### src/rtl/axis_align_arb.sv
// Round-robin packet arbiter feeding axis_align through a 2-entry skid buffer.
// One source is locked from its first beat to its tlast beat; s_axis_tready is registered.
module axis_align_arb #(
   parameter int AXIS_DW   = 64,
   parameter int NUM_PORTS = 4,
   parameter int CNT_W     = 16,
   localparam int AXIS_KW  = ((AXIS_DW - 1) >> 3) + 1,
   localparam int IDW      = $clog2(NUM_PORTS)
) (
   input  logic                           clk,
   input  logic                           rst_n,
   input  logic [NUM_PORTS-1:0]           port_en,
   input  logic [NUM_PORTS-1:0]           s_axis_tvalid,
   output logic [NUM_PORTS-1:0]           s_axis_tready,
   input  logic [NUM_PORTS*AXIS_DW-1:0]   s_axis_tdata,
   input  logic [NUM_PORTS*AXIS_KW-1:0]   s_axis_tkeep,
   input  logic [NUM_PORTS-1:0]           s_axis_tlast,
   output logic                           m_axis_tvalid,
   input  logic                           m_axis_tready,
   output logic [AXIS_DW-1:0]             m_axis_tdata,
   output logic [AXIS_KW-1:0]             m_axis_tkeep,
   output logic                           m_axis_tlast,
   output logic [IDW-1:0]                 m_axis_tid,
   output logic [CNT_W-1:0]               pkt_cnt
);

   typedef enum logic {IDLE, BUSY} state_t;

   state_t               state_q, state_d;
   logic [IDW-1:0]       grant_q, grant_d, rr_ptr_q, rr_ptr_d, pick;
   logic                 pick_valid;
   logic [NUM_PORTS-1:0] req, ready_q, ready_d;
   logic [CNT_W-1:0]     pkt_cnt_q;

   logic [AXIS_DW-1:0]   sel_data;
   logic [AXIS_KW-1:0]   sel_keep;
   logic                 sel_last;
   logic                 take, take_last;

   logic [AXIS_DW-1:0]   buf_data [2];
   logic [AXIS_KW-1:0]   buf_keep [2];
   logic                 buf_last [2];
   logic [IDW-1:0]       buf_id   [2];
   logic                 wr_ptr, rd_ptr;
   logic [1:0]           count_q, count_d;
   logic                 pop, stall, skid_full;

   assign req       = s_axis_tvalid & port_en;
   assign sel_data  = s_axis_tdata[int'(grant_q)*AXIS_DW +: AXIS_DW];
   assign sel_keep  = s_axis_tkeep[int'(grant_q)*AXIS_KW +: AXIS_KW];
   assign sel_last  = s_axis_tlast[grant_q];
   assign take      = (state_q == BUSY) && ready_q[grant_q] && s_axis_tvalid[grant_q];
   assign take_last = take && sel_last;

   assign m_axis_tvalid = (count_q != 2'd0);
   assign pop           = m_axis_tvalid && m_axis_tready;
   assign stall         = m_axis_tvalid && !m_axis_tready;

   // Scan from the port after the last winner so every requester gets a turn.
   always_comb begin
      int idx;
      logic [IDW-1:0] cand;
      pick       = '0;
      pick_valid = 1'b0;
      idx        = 0;
      cand       = '0;
      for (int i = 1; i <= NUM_PORTS; i++) begin
         idx = int'(rr_ptr_q) + i;
         if (idx >= NUM_PORTS) idx = idx - NUM_PORTS;
         cand = IDW'(idx);
         if (!pick_valid && req[cand]) begin
            pick_valid = 1'b1;
            pick       = cand;
         end
      end
   end

   always_comb begin
      count_d = count_q;
      if (take && !pop)      count_d = count_q + 2'd1;
      else if (!take && pop) count_d = count_q - 2'd1;
   end

   // A stalled single entry counts as full so a push never meets a full buffer.
   assign skid_full = (count_d == 2'd2) || ((count_d == 2'd1) && stall);

   always_comb begin
      state_d  = state_q;
      grant_d  = grant_q;
      rr_ptr_d = rr_ptr_q;
      ready_d  = '0;
      case (state_q)
         IDLE: begin
            if (pick_valid) begin
               grant_d  = pick;
               rr_ptr_d = pick;
               state_d  = BUSY;
            end
         end
         BUSY: begin
            if (take_last) state_d = IDLE;
         end
         default: state_d = IDLE;
      endcase
      if ((state_d == BUSY) && !skid_full) ready_d[grant_d] = 1'b1;
   end

   always_ff @(posedge clk or negedge rst_n) begin
      if (!rst_n) begin
         state_q   <= IDLE;
         grant_q   <= '0;
         rr_ptr_q  <= IDW'(NUM_PORTS - 1);
         ready_q   <= '0;
         pkt_cnt_q <= '0;
      end else begin
         state_q  <= state_d;
         grant_q  <= grant_d;
         rr_ptr_q <= rr_ptr_d;
         ready_q  <= ready_d;
         if (take_last) pkt_cnt_q <= pkt_cnt_q + 1'b1;
      end
   end

   always_ff @(posedge clk or negedge rst_n) begin
      if (!rst_n) begin
         for (int i = 0; i < 2; i++) begin
            buf_data[i] <= '0;
            buf_keep[i] <= '0;
            buf_last[i] <= 1'b0;
            buf_id[i]   <= '0;
         end
         wr_ptr  <= 1'b0;
         rd_ptr  <= 1'b0;
         count_q <= 2'd0;
      end else begin
         if (take) begin
            buf_data[wr_ptr] <= sel_data;
            buf_keep[wr_ptr] <= sel_keep;
            buf_last[wr_ptr] <= sel_last;
            buf_id[wr_ptr]   <= grant_q;
            wr_ptr           <= ~wr_ptr;
         end
         if (pop) rd_ptr <= ~rd_ptr;
         count_q <= count_d;
      end
   end

   assign s_axis_tready = ready_q;
   assign m_axis_tdata  = buf_data[rd_ptr];
   assign m_axis_tkeep  = buf_keep[rd_ptr];
   assign m_axis_tlast  = buf_last[rd_ptr];
   assign m_axis_tid    = buf_id[rd_ptr];
   assign pkt_cnt       = pkt_cnt_q;

endmodule

### config.mk
export PLATFORM = sky130hd
export DESIGN_NAME = axis_align_arb
export DESIGN_NICKNAME = d
export VERILOG_FILES = /design/src/rtl/axis_align_arb.sv
export SDC_FILE = /design/constraint.sdc
export NUM_CORES = 1
export LEC_CHECK = 0
export ABC_CLOCK_PERIOD_IN_PS = 4200
export CAP_MARGIN = 20
export CORE_AREA = 10 10 179 181
export CTS_CLUSTER_SIZE = 24
export DETAILED_ROUTE_END_ITERATION = 6
export DIE_AREA = 0 0 189 191
export HOLD_SLACK_MARGIN = 0.02
export PLACE_DENSITY = 0.69
export SLEW_MARGIN = 20
export SYNTH_ARGS = -nofsm -noshare
export SYNTH_HDL_FRONTEND = slang
export SYNTH_SLANG_ARGS = --single-unit
### constraint.sdc
create_clock -name clk -period 4.2 [get_ports clk]
set_clock_uncertainty 0.2 [all_clocks]
set_input_delay 1.26 -clock clk [delete_from_list [all_inputs] [get_ports clk]]
set_output_delay 1.26 -clock clk [all_outputs]
set_load 0.005 [all_outputs]
==> metrics, run 1 <==
CTS Buffer Depth 2; initial antenna violation count 5; Fin. Hold Viols 0; Seq cells post-synth 179; slowest CP cell dfrtp_4; placed cell areas 0.0143 mm2; most common cell after layout, fill and taps aside clkdlybuf4s50_1; Synth Warn # 0; vias in the first global route 7914; GRT Residual Overflow 0; setup violators final 0; layout cells sized above 1 0.347; EDFF count, synth 0; DRT iter0 DRCs 341; Max Cap Viol 0; clock tree sinks 179; first-pass GRT wire length 46200 um; Final min period 3.67 ns; f_max 272 MHz; RSZ-0062 raised after global routing no; Post-layout nets 1326; CP Cell Sequence buf_4, mux2_2, clkdlybuf4s50_1; largest net degree at the start of global routing 89; Post-synth ARST share 1.00; Resized Gates After CTS 0; Data required, critical path 2.74 ns; Worst Path Buf+Inv 2; CTS tree built; GP Congestion 0.830; Pleak 5.99 nW; total track usage 0.164; register area share after synthesis 0.455; Inserted Clock Buffers 17; DRT Wirelength 30500 um; Power Dens Cells 667 mW/mm2; critical path data arrival time 2.21 ns; Design Area, Final 0.0149 mm2; Initial Util 0.346; CTS Hold Bufs 0; metal2 WL 15900 um; first drt pass iteration count 4; critical path type flop to output pin; WL met3 1850 um; crit start category flop; most frequent cells in the layout clkdlybuf4s50_1, mux2_2, dfrtp_1, mux4_2, mux2_4; CTS root buf clkbuf_16; routed vias 7057; main area contributors after synthesis dfrtp_1, mux2_2, mux4_2, mux2_4, buf_6; Post-route DRC 0; die height 191 um; CP max FO 18; wire per inst 21.5 um; largest stage delay on the critical path 0.62 ns; final-report max-slew violation count 0; Mapped Area 0.00985 mm2; chip width 189 um; H-tree levels 4; Syn Nets 934; area growth from synthesis to final layout 51.4%; routed length on met1 12400 um; worst-margin pin slew 0.818 ns; final period utilization 0.875; maximum vdd drop 0.257 mV; Synth Flop Type dfrtp_1; Top Metal Used met5; Synth Instances 629; hpwl dp 23600 um; setup TNS 0 ns; Setup Fix Bufs, Post-CTS 0; Mean Syn Cell Area 15.7 um2; Clock transition at path regs 0.08 ns; CP Capture Type output pin; clk_lat worst skew 0.42 ns; vias per cell 4.97; top cell type's share of synthesized area 0.450; Top Ports 399; core area 0.0285 mm2; Cell variety after synth 49; dominant cell type by area after synthesis dfrtp_1; run status finished, final reports clean; standard-cell row count 62; Routed Antenna Nets 0; I/O Buffers 398; slew margin rel. 0.455; die area 0.0361 mm2; worst hold path type flop to flop; CP top delay family buffers and inverters
==> worst paths after layout <==
check                                 start  slack, ns               end  depth (start not counted)
max in group asynchronous             rst_n       2.33      buf_data[72]                          2
min in group asynchronous             rst_n       0.71      buf_data[22]                          1
worst max-delay path                 rd_ptr       0.53  m_axis_tdata[12]                          3
worst min-delay path            pkt_cnt[15]       0.28       pkt_cnt[15]                          1
worst min register to register  pkt_cnt[15]       0.28       pkt_cnt[15]                          1
worst max register to register   grant_q[0]       1.51      buf_data[29]                          4
==> logic make-up after synthesis <==
logic type / share of synthesized area
AO/OA/AOI/OAI: 0.0155
XOR/XNOR: 0.0169
adder cells (fa/ha/maj): 0.00356
buffers and inverters: 0.0296
flip-flops: 0.455
multiplexers: 0.448
AND/OR/NAND/NOR: 0.0316
==> synthesized netlist by cell type, types with 2 or more instances <==
| cell | number |
|---|---|
| buf_2 | 11 |
| a21oi_1 | 2 |
| or3_1 | 2 |
| nor4_1 | 5 |
| mux2_4 | 50 |
| and2_1 | 4 |
| nor3_1 | 6 |
| clkbuf_1 | 16 |
| nand4_1 | 2 |
| buf_1 | 3 |
| xnor2_1 | 10 |
| mux4_2 | 74 |
| nand3b_1 | 2 |
| xor2_1 | 9 |
| o211ai_1 | 2 |
| a22oi_1 | 2 |
| nand2_1 | 10 |
| dfstp_2 | 2 |
| nor2b_1 | 3 |
| ha_1 | 2 |
| nand3_1 | 8 |
| inv_1 | 9 |
| nor2_1 | 8 |
| buf_6 | 11 |
| mux2_2 | 176 |
| dfrtp_1 | 177 |
==> worst reg2reg max path, cell delays in order, from the launching register on <==
cell and delay (ns):
dfrtp_4 0.74, mux4_2 0.71, nand3_4 0.15, buf_4 0.36, mux2_2 0.40
==> layer usage <==
| layer | vias up | GRT usage |
|---|---|---|
| met5 | - | 0 |
| met4 | 6 | 0.0375 |
| met3 | 24 | 0.0497 |
| met2 | 220 | 0.291 |
| met1 | 3605 | 0.189 |
| li1 | 3202 | - |
==> power breakdown <==
group / internal (mW) / leakage, nW / switching (mW) / total (mW)
clock: 1.03 / 0.307 / 0.715 / 1.74
combinational: 3.32 / 3.51 / 1.77 / 5.09
sequential: 2.53 / 2.18 / 0.592 / 3.12
==> sequential cells by signal, indices dropped and copies added (netlist names) <==
name	count
buf_keep	16
s_axis_tready	4
state_q	1
wr_ptr	1
buf_last	2
grant_q	2
buf_data	128
rr_ptr_q	2
rd_ptr	1
buf_id	4
count_q	2
pkt_cnt	16
==> cell type report <==
type                            count  area [um2]
Fill cell                        2478       13600
Tap cell                          384         480
Multi-Input combinational cell    399        5090
Clock inverter                     12         191
Antenna cell                        2        5.00
Timing Repair Buffer              415        4180
Inverter                            9        33.8
Sequential cell                   179        4490
Clock buffer                       19         443
==> per-stage QoR <==
| stage | utilization | cells | setup slack [ns] | hold slack (ns) | total power, mW |
|---|---|---|---|---|---|
| 5_1_grt | 0.524 | 1419 | 0.431 | 0.315 | 10.6 |
| 3_5_place_dp | 0.501 | 1386 | 0.452 | 0.265 | 8.34 |
| 2_1_floorplan | - | 629 | 1.16 | 0.265 | 6.07 |
| 6_report | 0.524 | 1419 | 0.525 | 0.275 | 9.95 |
| 3_3_place_gp | 0.501 | 1386 | 0.482 | 0.257 | 8.27 |
| 4_1_cts | 0.524 | 1417 | 0.470 | 0.275 | 10.1 |
Power figures use the tool's default switching activity.
==> run 2: changes to the inputs <==
==> constraint.sdc (replaced) <==
create_clock -name clk -period 4.2 [get_ports clk]
set_clock_uncertainty 0.2 [all_clocks]
set_input_delay 0.84 -clock clk [delete_from_list [all_inputs] [get_ports clk]]
set_output_delay 0.84 -clock clk [all_outputs]
set_load 0.005 [all_outputs]
==> metrics, run 2 (synthesized netlist as in run 1, its figures left out) <==
clock tree sinks 179; final non-filler cell total 1411; critical path data arrival time 2.44 ns; pre-CTS WS 0.786 ns; reg2reg setup slack 1.61 ns; max reg flops 128; die height 191 um; Design Area, Final 0.0148 mm2; Clock transition at path regs 0.07 ns; Top Ports 399; maximum vdd drop 0.282 mV; Post-layout nets 1320; Layout Utilization 0.519; Worst Path Buf+Inv 2; CTS root buf clkbuf_16; GRT Residual Overflow 0; Power Dens Cells 657 mW/mm2; Placed Instances 1380; CTS Hold Bufs 0; Setup Fix Bufs, Post-CTS 0; setup ws final 0.721 ns; Max Cap Viol 0; routed vias 7074; core area 0.0285 mm2; reg2reg path depth 5; CP top delay family buffers and inverters; largest net degree at the start of global routing 82; run status finished, final reports clean; vias in the first global route 7782; H-tree levels 4; setup TNS 0 ns; layout cells sized above 1 0.344; Reg2Reg Launch Point grant_q[1]; Final min period 3.48 ns; DRT iter0 DRCs 245; worst-margin pin slew 0.771 ns; final-report max-slew violation count 0; most frequent cells in the layout clkdlybuf4s50_1, mux2_2, dfrtp_1, mux4_2, mux2_4; die area 0.0361 mm2; Pwr Total 9.71 mW; hpwl dp 23300 um; worst hold path type primary input to async pin; critical path type flop to output pin; area growth from synthesis to final layout 50.0%; f_max 287 MHz; total track usage 0.163; initial antenna violation count 2; Data required, critical path 3.16 ns; I/O Buffers 398; Inserted Clock Buffers 17; Fin. Hold Viols 0; placed cell areas 0.0142 mm2; DRT Wirelength 30200 um; setup violators final 0; first drt pass iteration count 4; wire per inst 21.4 um; final period utilization 0.828; CP Capture Type output pin; largest stage delay on the critical path 0.73 ns; most common cell after layout, fill and taps aside clkdlybuf4s50_1; first-pass GRT wire length 46100 um; Initial Util 0.346; Reg with most FFs buf_data; CTS tree built; vias per cell 5.01; slowest CP cell dfrtp_4; chip width 189 um; GP Congestion 0.821; slew margin rel. 0.486; standard-cell row count 62; RSZ-0062 raised after global routing no; WHS 0.251 ns; CTS Buffer Depth 2; Resized Gates After CTS 0; Routed Antenna Nets 0; CP Cell Sequence buf_12, mux2_2, clkdlybuf4s50_1; clk_lat worst skew 0.43 ns; Pleak 5.92 nW; crit start category flop; reg2reg end buf_data[127]; CP max FO 45; Post-route DRC 0; Diodes inserted 0
[run 2: changes by cell type in the layout (fill, tap and decap cells not counted), sizes merged]
cell / delta
clkinvlp: +2
bufinv: -4
inv: +2
clkbuf: -1
buf: -6
diode: -2
clkinv: +1
[run 2: worst max-delay path by stage]
stage | end | slack (ns) | start | cells after the start
2_1_floorplan | buf_data[0] | 1.58 | s_axis_tvalid[3] | 6
3_3_place_gp | buf_data[4] | 0.82 | s_axis_tvalid[3] | 6
3_5_place_dp | buf_keep[0] | 0.79 | s_axis_tvalid[2] | 6
4_1_cts | m_axis_tdata[12] | 0.67 | rd_ptr | 3
5_1_grt | m_axis_tdata[12] | 0.63 | rd_ptr | 3
6_report | m_axis_tdata[12] | 0.72 | rd_ptr | 3
[run 2: cell type report]
cell class / instances / area (um2)
fill: 2442 / 13700
multi-input combinational: 399 / 5090
sequential: 179 / 4490
timing repair buffer: 409 / 4120
tap: 384 / 480
clock buffer: 18 / 439
clock inverter: 13 / 116
inverter: 9 / 33.8
[run 2: per-layer routing]
layer	part of all wire	global-route usage	vias to the layer above
li1	-	-	3182
met1	0.40	0.193	3640
met2	0.52	0.285	233
met3	0.063	0.0517	17
met4	0.0099	0.0369	2
met5	0.00043	0	-
[run 2: worst register-to-register path: cells and delay by family (launching register included)]
family / cells / cell delay (ns)
DFF: 1 / 0.74
and+or+nand+nor: 2 / 0.25
buffers and inverters: 1 / 0.41
muxes: 2 / 0.87
[run 2: where the power goes]
| part | switching (mW) | leakage (nW) | internal (mW) |
|---|---|---|---|
| combinational | 1.76 | 3.48 | 3.30 |
| clock | 0.737 | 0.267 | 0.794 |
| sequential | 0.584 | 2.18 | 2.53 |
